## src/rtl/noc_merge_arb_pkg.sv

```systemverilog
// noc_pkg: shared packet widths, select encoding and the round-robin pick rule
// used by the tree-NoC merge stage.
// Contents: NOC_PKT_W / NOC_ADDR_HI / NOC_ADDR_LO, noc_pkt_t, noc_sel_t, rr_pick().
package noc_pkg;

  localparam int NOC_PKT_W   = 9;
  localparam int NOC_ADDR_HI = 8;
  localparam int NOC_ADDR_LO = 5;

  typedef logic [NOC_PKT_W-1:0] noc_pkt_t;

  typedef enum logic {SEL_IN0, SEL_IN1} noc_sel_t;

  // A lone requester wins outright; under contention the input that did not
  // win last time is chosen. With neither valid the result is don't-care.
  function automatic noc_sel_t rr_pick(input logic v0, input logic v1, input noc_sel_t last);
    if (v0 && v1) begin
      if (last == SEL_IN0) return SEL_IN1;
      else return SEL_IN0;
    end else if (v1) begin
      return SEL_IN1;
    end else begin
      return SEL_IN0;
    end
  endfunction

endpackage

```

## src/rtl/noc_merge_arb_fifo2.sv

```systemverilog
// noc_fifo2: 2-entry FIFO, head entry visible combinationally on rdata.
// Latency: a push is visible on rdata the cycle after (when it lands at the head).
// Backpressure: none internally; caller must not push when full without popping,
// nor pop when empty. Ports: CLK, _RESET, push, pop, wdata, rdata, count, full, empty.
module noc_fifo2 #(
  parameter int DW = 9
) (
  input  logic          CLK,
  input  logic          _RESET,
  input  logic          push,
  input  logic          pop,
  input  logic [DW-1:0] wdata,
  output logic [DW-1:0] rdata,
  output logic [1:0]    count,
  output logic          full,
  output logic          empty
);

  logic [DW-1:0] mem [2];
  logic          wr_ptr;
  logic          rd_ptr;

  // Storage is cleared on reset so the head reads as zero out of reset.
  always_ff @(posedge CLK or negedge _RESET) begin
    if (!_RESET) begin
      mem[0] <= '0;
      mem[1] <= '0;
      wr_ptr <= 1'b0;
      rd_ptr <= 1'b0;
      count  <= 2'd0;
    end else begin
      if (push) begin
        mem[wr_ptr] <= wdata;
        wr_ptr      <= ~wr_ptr;
      end
      if (pop) begin
        rd_ptr <= ~rd_ptr;
      end
      case ({push, pop})
        2'b10:   count <= count + 2'd1;
        2'b01:   count <= count - 2'd1;
        default: count <= count;
      endcase
    end
  end

  // A push on a full FIFO always coincides with a pop, so the write lands in
  // the slot being vacated, never under the head that is still being shown.
  assign rdata = mem[rd_ptr];
  assign full  = (count == 2'd2);
  assign empty = (count == 2'd0);

endmodule

```

## src/rtl/noc_merge_arb.sv

```systemverilog
// noc_merge_arb: round-robin merge of two valid/ready packet streams into a
// 2-entry output buffer; optional side-band select token (macro NOC_MERGE_SEL_EN).
// Latency 1 cycle into an empty buffer; 1 packet/cycle; inputs see ready=0 when full
// and not popping. Ports: CLK, _RESET, in0_*/in1_* (data/valid/ready),
// out_data/out_valid/out_ready, and s_data/s_valid/s_ready with NOC_MERGE_SEL_EN.
module noc_merge_arb
  import noc_pkg::*;
#(
  parameter int W     = NOC_PKT_W,
  parameter int DEPTH = 2
) (
  input  logic         CLK,
  input  logic         _RESET,
  input  logic [W-1:0] in0_data,
  input  logic         in0_valid,
  output logic         in0_ready,
  input  logic [W-1:0] in1_data,
  input  logic         in1_valid,
  output logic         in1_ready,
  output logic [W-1:0] out_data,
  output logic         out_valid,
  input  logic         out_ready
`ifdef NOC_MERGE_SEL_EN
  ,
  output logic         s_data,
  output logic         s_valid,
  input  logic         s_ready
`endif
);

`ifdef NOC_MERGE_SEL_EN
  localparam int EW = W + 1;
`else
  localparam int EW = W;
`endif

  localparam logic [1:0] FULL_CNT = 2'(DEPTH);

  noc_sel_t      last_grant;
  noc_sel_t      sel;
  logic          any_req;
  logic          pop;
  logic          push;
  logic          space;
  logic [W-1:0]  win_data;
  logic [EW-1:0] wdata;
  logic [EW-1:0] rdata;
  logic [1:0]    count;
  logic          full;
  logic          empty;

  assign out_valid = !empty;
  assign out_data  = rdata[W-1:0];

`ifdef NOC_MERGE_SEL_EN
  assign s_valid = out_valid;
  assign s_data  = rdata[W];
  // Head leaves only when both the packet and its select token are taken.
  assign pop     = out_valid && out_ready && s_ready;
`else
  assign pop     = out_valid && out_ready;
`endif

  // Pop-through: a full buffer still accepts when the head leaves this cycle.
  assign space   = (count < FULL_CNT) || pop;

  assign any_req = in0_valid || in1_valid;
  assign sel     = rr_pick(in0_valid, in1_valid, last_grant);

  // Readies gated by _RESET so nothing is offered while reset is held.
  assign in0_ready = _RESET && any_req && (sel == SEL_IN0) && space;
  assign in1_ready = _RESET && any_req && (sel == SEL_IN1) && space;

  assign push     = (in0_valid && in0_ready) || (in1_valid && in1_ready);
  assign win_data = (sel == SEL_IN1) ? in1_data : in0_data;

`ifdef NOC_MERGE_SEL_EN
  assign wdata = {logic'(sel), win_data};
`else
  assign wdata = win_data;
`endif

  // Priority moves only when a packet is actually taken, so a lone requester
  // does not lose its turn at the next contention. Reset favours input 0.
  always_ff @(posedge CLK or negedge _RESET) begin
    if (!_RESET) begin
      last_grant <= SEL_IN1;
    end else if (push) begin
      last_grant <= sel;
    end
  end

  noc_fifo2 #(
    .DW (EW)
  ) u_buf (
    .CLK    (CLK),
    ._RESET (_RESET),
    .push   (push),
    .pop    (pop),
    .wdata  (wdata),
    .rdata  (rdata),
    .count  (count),
    .full   (full),
    .empty  (empty)
  );

  a_no_overflow: assert property (@(posedge CLK) disable iff (!_RESET) !(push && full && !pop));
  a_no_underflow: assert property (@(posedge CLK) disable iff (!_RESET) !(pop && empty));

endmodule

```

## config.mk

```make
export PLATFORM = sky130hd
export DESIGN_NAME = noc_merge_arb
export DESIGN_NICKNAME = d
export VERILOG_FILES = /design/src/rtl/noc_merge_arb_pkg.sv /design/src/rtl/noc_merge_arb_fifo2.sv /design/src/rtl/noc_merge_arb.sv
export SDC_FILE = /design/constraint.sdc
export NUM_CORES = 1
export LEC_CHECK = 0
export CAP_MARGIN = 20
export CORE_UTILIZATION = 36
export CTS_BUF_LIST = sky130_fd_sc_hd__clkbuf_4
export CTS_CLUSTER_DIAMETER = 30
export DETAILED_ROUTE_END_ITERATION = 7
export GPL_TIMING_DRIVEN = 0
export PLACE_DENSITY = 0.73
export SLEW_MARGIN = 15
export SYNTH_ARGS = -nofsm -noshare
export SYNTH_HDL_FRONTEND = slang
export SYNTH_SLANG_ARGS = --single-unit
```

## constraint.sdc

```tcl
create_clock -name CLK -period 1.7 [get_ports CLK]
set_clock_uncertainty 0.2 [all_clocks]
set_input_delay 0.17 -clock CLK [delete_from_list [all_inputs] [get_ports CLK]]
set_output_delay 0.17 -clock CLK [all_outputs]
set_load 0.02 [all_outputs]
```

==> out/results.ini <==
[pwr]
ir_drop_uv = 1030
p_per_area_nw_per_um2 = 1790
p_leak_nw = 0.885

[global_route]
grt_pass1_wl_um = 4750
grt_max_degree = 24
antenna_found_initial = 0
grt_pass1_vias = 962
grt_use_total_pct = 18.9
gr-total-overflow = 0

[route]
route.met2.wl_um = 1520
post_drt_wl_per_cell_um = 16.4
vias = 876
firstDrtPassIters = 4
dr.first_iter.drc_count = 13
vias_per_cell = 4.79
dr_wl_met3_um = 143
wl_met1_um = 1270
drtAntennaViolNets = 0
top_layer_used = met4
drt-total-wl_um = 2990
drc = 0

[synth]
synth_seq_cells = 23
synthTopCellsByArea = dfrtp_1 47%, mux2_2 34%, nor4_4 3.6%, dfstp_2 2.2%, xnor2_1 2.2%
syn_nets = 109
ys_types = 20
synth_largest_area_cell = dfrtp_1
syn_inst = 85
yosysWarnings = 0
seq_area_frac_synth_pct = 48.9
synth_top_area_share_pct = 46.7
synth_area_per_cell_um2 = 13.9
syn_area_um2 = 1180

[placed_design]
dp_cells = 163
placement.io_buffers = 34
dp_slack_ns = -1.62
gp_congestion = 0.735
place_area_um2 = 1600

[timing]
grt_setup_unrepaired = true
max-slew-margin-rel_pct = 70.8
min_period_ns = 1.80
fin_ws_ns = -0.0975
hold_ws_ns = 0.0891
tightest_slew_ns = 0.436
hold_viol_final = 0
drv_slew = 0
fmax_mhz = 556
finalCritPeriodShare_pct = 106
setup_violations = 25

[floorplan]
core_region_area_um2 = 3080
dieHeight_um = 59.2
ioPinCount = 35
start_util_pct = 38.3
die_w_um = 59.2
dieArea_um2 = 3510
placementRows = 20

[clocking]
cts-root-buf = clkbuf_4
cts-buffers-inserted = 3
clkTransAtPathRegs_ns = 0.13
insertion_delay_ns = 0.31
htreeDepth = 1
cts_tree = built
cts.sinks = 23
clk_path_buf_depth = 2

[critical_path]
critPathCaptureType = register
crit_required_ns = 1.74
cp_data_arrival_time_ns = 1.84
critPathKind = reg -> reg
worstPathMaxFanout = 5
start_kind = register

[flow_run]
drv_cap = 0

[finish]
final_net_count = 164
final_cells = 183
multi_input_area_um2 = 736
synthToLayoutAreaGrowth_pct = 64.4
final_cell_mix = 27 x mux2_4, 21 x dfrtp_1, 19 x clkdlybuf4s50_1
stdcell_area_um2 = 1940
drive_above_1_share_pct = 56.8
antennaDiodeCount = 0
final_common_cell = mux2_4
n_fill_cell = 248
register_area_um2 = 578

[outcome]
violations = setup timing
outcome = finished, violations left

[min_path]
min_path_type = in -> reg

[worst max-delay path: stages, from the launching register on]
cell	delay, ns
dfrtp_1	0.42
nor2b_4	0.15
or3_4	0.39
ha_4	0.17
xnor2_1	0.11
nor2_1	0.13
xor2_1	0.16
[layer usage]
| metal | GRT usage, % | vias to the layer above |
|---|---|---|
| li1 | - | 413 |
| met1 | 23.3 | 431 |
| met4 | 8.84 | 0 |
| met3 | 3.28 | 5 |
| met2 | 31.9 | 27 |
| met5 | 0 | - |
[layout make-up]
type | instances | area share, %
Clock buffer | 4 | 1.55
Sequential cell | 23 | 29.8
Tap cell | 44 | 2.84
Multi-Input combinational cell | 58 | 38.0
Timing Repair Buffer | 51 | 27.2
Inverter | 3 | 0.581
[sequential cells by signal, indices dropped and copies added (netlist names)]
name,cells
u_buf.mem,18
u_buf.count,2
u_buf.wr_ptr,1
u_buf.rd_ptr,1
last_grant,1
[synth_stat cells]
cell	n
a21boi_2	1
and2_1	1
clkbuf_1	1
dfrtp_1	22
dfstp_2	1
ha_1	1
inv_1	2
inv_2	1
mux2_2	36
nand2_1	1
nand2b_1	2
nor2_1	3
nor2b_1	2
nor4_4	2
o21ai_0	1
o31ai_1	1
or2_2	1
or3_1	1
xnor2_1	3
xor2_1	2
[power by group]
part | switching (mW) | internal, mW | total (mW) | leakage (nW)
Sequential | 0.189 | 0.842 | 1.03 | 0.269
Combinational | 0.828 | 1.35 | 2.17 | 0.598
Clock | 0.166 | 0.108 | 0.274 | 0.0184
[stage by stage]
| step | total power [mW] | util (%) | setup TNS [ns] |
|---|---|---|---|
| after floorplan | 1.99 | - | -0.0148 |
| after global placement | 2.52 | 52.0 | -37.61 |
| after detailed placement | 2.57 | 52.0 | -39.99 |
| after CTS | 3.14 | 58.6 | -1.21 |
| after global routing | 3.66 | 63.0 | -2.97 |
| final | 3.48 | 63.0 | -1.20 |
[repair_timing]
action / CTS / global route
hold buffers: 2 / 1
setup buffers: 10 / 3
gates resized for setup: 84 / 26
hold endpoints to repair: 23 / 1
pin swaps: 6 / 4
endpoints found under the setup margin: 34 / 32
[kinds of logic (layout without fill, tap and decap cells)]
group	Yosys count	count (layout)	share of synthesized area [%]
muxes	36	36	34.4
and+or+nand+nor	13	13	8.60
xor gates and xnor gates	5	5	3.72
buffers and inverters	4	58	1.27
DFF	23	23	48.9
adders and majority gates	1	1	1.06
AOI/OAI and AO/OA	3	3	2.02
[worst paths after layout]
| kind | to | slack (ns) | start | cells after the start |
|---|---|---|---|---|
| min | last_grant | 0.09 | in0_valid | 4 |
| max in group asynchronous | last_grant | 0.69 | _RESET | 3 |
| min in group asynchronous | u_buf.mem[7] | 0.10 | _RESET | 2 |
| min reg2reg | u_buf.mem[15] | 0.33 | u_buf.mem[15] | 1 |
| max reg2reg | u_buf.count[1] | -0.1 | u_buf.count[1] | 6 |
| max | u_buf.count[1] | -0.1 | u_buf.count[1] | 6 |
(Power assumes the default switching activity.)
